File: src/rtl/sign_magnitude_alu.sv
// Registered sign-magnitude add/subtract unit with an internal accumulator.
// Valid/ready on both sides, one output register with pass-through ready.
// Overflow either wraps or saturates the magnitude, depending on SATURATE.
module sign_magnitude_alu #(
  parameter int N        = 8,
  parameter bit SATURATE = 1'b0
) (
  input  logic         i_clk,
  input  logic         i_rst_n,
  input  logic         i_valid,
  output logic         o_ready,
  input  logic [1:0]   i_op,
  input  logic [N-1:0] i_a,
  input  logic [N-1:0] i_b,
  output logic         o_valid,
  input  logic         i_ready,
  output logic [N-1:0] o_data,
  output logic         o_overflow,
  output logic [N-1:0] o_acc,
  output logic         o_acc_ovf
);

  localparam int M = N - 1;

  typedef enum logic [1:0] {
    OP_ADD     = 2'd0,
    OP_SUB     = 2'd1,
    OP_ACC_ADD = 2'd2,
    OP_LOAD    = 2'd3
  } op_e;

  logic         valid_q, valid_d;
  logic [N-1:0] data_q, data_d;
  logic         ovf_q, ovf_d;
  logic [N-1:0] acc_q, acc_d;
  logic         acc_ovf_q, acc_ovf_d;

  op_e          op;
  logic         accept;
  logic [M-1:0] mag_a, mag_y, res_mag;
  logic         sign_a, sign_y, raw_sign_y, res_sign, res_ovf;
  logic [N-1:0] sum_full;
  logic [N-1:0] result;

  // Ready is held low during reset and otherwise opens whenever the output slot frees up.
  assign o_ready = i_rst_n && (!valid_q || i_ready);
  assign accept  = i_valid && o_ready;

  assign o_valid    = valid_q;
  assign o_data     = data_q;
  assign o_overflow = ovf_q;
  assign o_acc      = acc_q;
  assign o_acc_ovf  = acc_ovf_q;

  // Datapath: pick the second operand, add or subtract magnitudes, apply overflow policy and normalise -0.
  always_comb begin
    op         = op_e'(i_op);
    mag_a      = i_a[M-1:0];
    sign_a     = i_a[N-1] && (mag_a != '0);
    mag_y      = i_b[M-1:0];
    raw_sign_y = i_b[N-1];
    res_mag    = '0;
    res_sign   = 1'b0;
    res_ovf    = 1'b0;

    case (op)
      OP_SUB: begin
        mag_y      = i_b[M-1:0];
        raw_sign_y = !i_b[N-1];
      end
      OP_ACC_ADD: begin
        mag_y      = acc_q[M-1:0];
        raw_sign_y = acc_q[N-1];
      end
      default: begin
        mag_y      = i_b[M-1:0];
        raw_sign_y = i_b[N-1];
      end
    endcase
    sign_y   = raw_sign_y && (mag_y != '0);
    sum_full = {1'b0, mag_a} + {1'b0, mag_y};

    if (sign_a == sign_y) begin
      res_ovf  = sum_full[N-1];
      res_mag  = (res_ovf && SATURATE) ? {M{1'b1}} : sum_full[M-1:0];
      res_sign = sign_a;
    end else if (mag_a >= mag_y) begin
      res_mag  = mag_a - mag_y;
      res_sign = sign_a;
    end else begin
      res_mag  = mag_y - mag_a;
      res_sign = sign_y;
    end

    if (op == OP_LOAD) begin
      res_mag  = mag_a;
      res_sign = sign_a;
      res_ovf  = 1'b0;
    end

    result = {res_sign && (res_mag != '0), res_mag};
  end

  // Next-state: capture on accept, drop valid on drain, otherwise hold everything.
  always_comb begin
    valid_d   = valid_q;
    data_d    = data_q;
    ovf_d     = ovf_q;
    acc_d     = acc_q;
    acc_ovf_d = acc_ovf_q;
    if (accept) begin
      valid_d = 1'b1;
      data_d  = result;
      ovf_d   = res_ovf;
      if (op == OP_ACC_ADD) begin
        acc_d     = result;
        acc_ovf_d = acc_ovf_q || res_ovf;
      end else if (op == OP_LOAD) begin
        acc_d     = result;
        acc_ovf_d = 1'b0;
      end
    end else if (i_ready) begin
      valid_d = 1'b0;
    end
  end

  // State registers, cleared immediately by reset.
  always_ff @(posedge i_clk or negedge i_rst_n) begin
    if (!i_rst_n) begin
      valid_q   <= 1'b0;
      data_q    <= '0;
      ovf_q     <= 1'b0;
      acc_q     <= '0;
      acc_ovf_q <= 1'b0;
    end else begin
      valid_q   <= valid_d;
      data_q    <= data_d;
      ovf_q     <= ovf_d;
      acc_q     <= acc_d;
      acc_ovf_q <= acc_ovf_d;
    end
  end

endmodule

File: config.mk
export PLATFORM = sky130hd
export DESIGN_NAME = sign_magnitude_alu
export DESIGN_NICKNAME = d
export VERILOG_FILES = /design/src/rtl/sign_magnitude_alu.sv
export SDC_FILE = /design/constraint.sdc
export NUM_CORES = 1
export LEC_CHECK = 0
export ABC_CLOCK_PERIOD_IN_PS = 3000
export CAP_MARGIN = 20
export CORE_UTILIZATION = 47
export CTS_CLUSTER_SIZE = 10
export DETAILED_ROUTE_END_ITERATION = 8
export PLACE_DENSITY = 0.77
export SETUP_SLACK_MARGIN = 0.2
export SLEW_MARGIN = 20
export SYNTH_ARGS = -nofsm -noshare
export SYNTH_HDL_FRONTEND = slang
export SYNTH_SLANG_ARGS = --single-unit
File: constraint.sdc
create_clock -name i_clk -period 3 [get_ports i_clk]
set_input_delay 0.3 -clock i_clk [delete_from_list [all_inputs] [get_ports i_clk]]
set_output_delay 0.3 -clock i_clk [all_outputs]
set_load 0.05 [all_outputs]
## After elaboration in Yosys (flattened, before gate mapping)

Cells that the tools add are included.

- Register bits after elaboration: 19
- Input bits: 22
- Output and inout bits: 20
- Word-level logic and storage cells: 44

- $add $sub $neg: 3
- Magnitude comparators: 1
- Eq/ne operators: 4
- Multiplexer cells: 16
- Reduce and logical (&&, ||, !) cells: 15

Operator list:

| kind | number |
|---|---|
| $mux 7 | 4 |
| $reduce_bool 7->1 | 3 |
| $mux 8 | 2 |
| $sub 7x7->7 | 2 |
| $mux 1 | 9 |
| $add 7x7->8 | 1 |
| $ge 7x7->1 | 1 |
| $logic_and 1x1->1 | 5 |
| $eq 2x2->1 const B | 2 |
| $reduce_bool 2->1 | 2 |
| $eq 2x1->1 const B | 1 |
| $logic_not 1->1 | 2 |
| $logic_or 1x1->1 | 2 |
| $pmux 1 s2 | 1 |
| $reduce_and 2->1 | 1 |
| $eq 1x1->1 | 1 |

## Longest topological paths before layout

- Depth after elaboration: 11
- Gate-level depth with buffers: 16
- Depth with buffers taken out: 15

## Least setup slack after synthesis

Ideal clock, no wire load.

- Path type: input port to flip-flop
- Start point: input port i_op[0]
- End point: register acc_q[7] (netlist: o_acc[7])
- Setup time: 0.078 ns
- Arrival: 3.495 ns
- Required time: 2.922 ns
- Setup slack: -0.572 ns
- Stages: 15
- Path buffers: 3
- Path through: inv_1 > ha_1 > buf_4 > mux2_2 > ha_1 > buf_6 > nand2_4 > or3_1 > o221a_1 > buf_6 > mux2_4 > or4_1 > a311oi_2 > nor4b_1 > a21oi_1

- Longest elaborated chain between the ends: 11
- Elaborated cells between the ends (all ways): 24
- Those cells by class: add/sub: 3; order compare: 1; eq/ne: 4; mux: 10; reduce/logical: 6

Ends and longest elaborated chain:

| what | line | text |
|---|---|---|
| start: declaration | 12 | `input logic [1:0] i_op,` |
| branches (longest 11 deep; another with $sub 7x7->7) | -- |  |
| end signal: assignment | 133 | `acc_q <= '0;` |
| end signal: assignment | 139 | `acc_q <= acc_d;` |
| end: declaration | 35 | `logic [N-1:0] acc_q, acc_d;` |

Several ways; the timed one is not identified. The select of a mux whose other input is x is not followed.
A chain may end at the register's enable or synchronous reset.

## Worst setup path after layout

- Start point: input port i_op[0]
- End point: register data_q[7] (netlist: o_data[7])

- Longest elaborated chain between the ends: 9
- Elaborated cells between the ends (all ways): 20
- Those cells by class: add/sub: 3; order compare: 1; eq/ne: 4; mux: 8; reduce/logical: 4

Ends and longest elaborated chain:

| what | line | text |
|---|---|---|
| branches (longest 8 deep; another with $sub 7x7->7) | -- |  |
| $logic_and 1x1->1 * | 101 | `result = {res_sign && (res_mag != '0), res_mag};` |
| end signal: assignment | 137 | `data_q <= data_d;` |
| end: declaration | 33 | `logic [N-1:0] data_q, data_d;` |

Every way passes the cells marked *.

==> impl_metrics.toml <==
[pwr]
power_frac_comb = 0.747
power_frac_seq = 0.173
p_int_mw = 1.199
clkPwrFrac = 0.080
peakVddDrop_v = 0.0005007
swShare = 0.4844
leakagePower_nw = 1.699
p_sw_mw = 1.127
pwr_density_cell_mw_per_mm2 = 623.9

[drt]
wl_per_cell_um = 23.98
vias = 2678
wl_um = 9929
drtIter0Drc = 423
drtPass1Iterations = 5
viasPerCell = 6.469
antenna_left = 0
drcViolationCount = 0

[yosys]
yosysSeqAreaShare = 0.2261
avgSynthCellArea_um2 = 8.837
yosys_warnings = 0
synth_top_area_share = 0.2261
syn_nets = 290
synth_edf_count = 0
syn_inst = 238
async_flop_share = 1.000
synthTopCellsByArea = "dfrtp_1, ha_1, mux2i_1, inv_1, a21oi_1"
yosysTopAreaCell = "dfrtp_1"
syn_area_mm2 = 0.002103
synthFlopType = "dfrtp_1"
netlist-cell-type-count = 53
ys_seq_elements = 19

[grt]
grt_usage = 0.3585
antenna_found_initial = 0
gr-total-overflow = 0
grt_pass1_vias = 2575
grt_max_degree = 20
grt_pass1_wl_um = 12280

[clock_tree]
root_buffer = "clkbuf_8"
clk_path_buf_depth = 2
cts_hold_buf = 0
cts_buffers = 3
cts_htree_levels = 1
cts_tree = "done"
clock-sinks = 19
clk_pin_slew_ns = 0.08
clock_latency_ns = 0.27

[finish]
drive_above_1_share = 0.4560
n_antenna_cell = 0
seqCellArea_um2 = 476.7
instances_no_fill = 414
layout_common_cells = "buf_4, clkdlybuf4s50_1, inv_1"
final_common_cell = "buf_4"
syn2layout_area_growth_pct = 77.28
fin_nets = 417
nFillCells = 167
multiInputGateArea_mm2 = 0.001901

[run_status]
outcome = "finished, violations left"
violations = "setup timing"

[die]
start_util = 0.5075
core_mm2 = 0.004144
die_x_um = 68.90
io_pins = 42
fp.dieH_um = 68.90
fp-row-count = 23
design.die.area_mm2 = 0.004747

[sta]
fin_skew_ns = 0.01087
hold_viol_final = 0
report.final.slew_viol_count = 0
worst_slack_ns = -0.5950
post-route-min-period_ns = 3.595
setup_violations = 14
rsz0062_at_grt = "true"
clock.fmax_ghz = 0.2782
finalCritPeriodShare = 1.198
worstMarginPinSlew_ns = 0.8294
max_slew_margin = 0.4420

[critical_path]
cp_max_fo = 7
crit_type = "in -> reg"
worst_ep_arrival_time_ns = 3.79
endpoint_kind = "flop"
critPathRequiredTime_ns = 3.19
cp-start-kind = "input port"

[hold_path]
hp-class = "in -> async"

[placement]
io_buffers = 41
dpl.hpwl_um = 5301
place_ws_ns = -1.214
gp_congestion = 0.8978
place_inst = 393

[flow_run]
cap_violations = 0
## repair_timing
item	in CTS	in global routing
pin swaps	17	18
setup buffers	8	9
resized for setup	48	39
setup endpoints to repair	16	16
## worst max-delay path: stages
cell and delay, ns:
buf_12 0.11, inv_12 0.04, ha_4 0.19, buf_4 0.14, mux2_4 0.33, ha_4 0.29
nand2_4 0.06, or3_4 0.38, o221a_4 0.25, buf_6 0.13, buf_8 0.13, buf_4 0.13
mux2i_1 0.12, nor4_1 0.64, a2111oi_4 0.13, o2111a_1 0.24, a21oi_1 0.16
## cell type report
| type | instances | share of cell area |
|---|---|---|
| clock buffer | 3 | 0.01107 |
| clock inverter | 1 | 0.001342 |
| inverter | 25 | 0.02852 |
| multi-input combinational | 183 | 0.5097 |
| sequential | 19 | 0.1279 |
| tap | 50 | 0.01678 |
| timing repair buffer | 133 | 0.3047 |
## registers in the layout (all words and copies together), names as in the netlist
| name | count |
|---|---|
| o_acc | 8 |
| o_acc_ovf | 1 |
| o_data | 8 |
| o_overflow | 1 |
| o_valid | 1 |
## layer usage
layer	wire length (µm)	part of all wire	GRT usage	up-vias
met5	0	0	0	-
met4	644	0.065	0.2245	0
met3	839	0.084	0.07072	80
met2	4719	0.48	0.5959	208
met1	3726	0.38	0.4195	1284
li1	-	-	-	1106
## synth_stat cells (3+ instances only)
cell / instances
ha_1: 27
inv_1: 25
dfrtp_1: 19
nand2_1: 19
a21oi_1: 17
mux2i_1: 14
o21ai_0: 14
nor2_1: 10
and3_1: 6
mux2_2: 5
nand2b_1: 4
nor2b_1: 4
nor4_1: 4
or4_1: 4
buf_4: 3
buf_6: 3
clkbuf_1: 3
fa_1: 3
nor3_1: 3
nor4b_1: 3
o21a_1: 3
o21bai_1: 3
## power groups by stage
stage / sequential [mW] / clock [mW] / combinational [mW]
after floorplan: 0.662 / 0 / 0.494
after global placement: 0.387 / 0 / 1.30
after detailed placement: 0.387 / 0 / 1.33
after CTS: 0.392 / 0.180 / 1.44
after global routing: 0.404 / 0.194 / 1.80
final: 0.403 / 0.187 / 1.74
## per-stage QoR
stage / instance area (µm²) / TNS, ns / power (mW) / hold slack, ns / utilization
final: 3729 / -4.989 / 2.326 / 0.3836 / 0.8998
after CTS: 3442 / -2.279 / 2.010 / 0.4065 / 0.8306
after detailed placement: 3159 / -15.18 / 1.712 / 0.4620 / 0.7624
after global placement: 3159 / -13.18 / 1.682 / 0.4672 / 0.7624
after floorplan: 2207 / -1.355 / 1.156 / 0.004409 / -
after global routing: 3729 / -6.018 / 2.397 / 0.4270 / 0.8998
## worst paths after layout
check	from	endpoint	slack, ns	depth (start not counted)
min in group i_clk	o_overflow$_DFFE_PN0P_	o_overflow$_DFFE_PN0P_	0.49	2
hold reg to reg	o_overflow$_DFFE_PN0P_	o_overflow$_DFFE_PN0P_	0.49	2
setup / recovery	i_op[0]	o_data[7]$_DFFE_PN0P_	-0.59	17
setup reg to reg	o_acc[6]$_DFFE_PN0P_	o_data[7]$_DFFE_PN0P_	-0.56	14
hold / removal	i_rst_n	o_valid$_DFFE_PN0P_	0.38	2
max in group asynchronous	i_rst_n	o_acc[6]$_DFFE_PN0P_	2.39	2
## cell families (layout without fill, tap and decap cells)
family,count (synthesis),after routing,synth area share
buffers and inverters,36,162,0.08150
AND/OR/NAND/NOR,67,67,0.1737
adder cells (fa/ha/maj),30,30,0.1892
AO/OA/AOI/OAI,64,64,0.2207
XOR/XNOR,2,2,0.008330
flip-flops,19,19,0.2261
multiplexers,20,20,0.1005
Power figures use the tool's default switching activity.
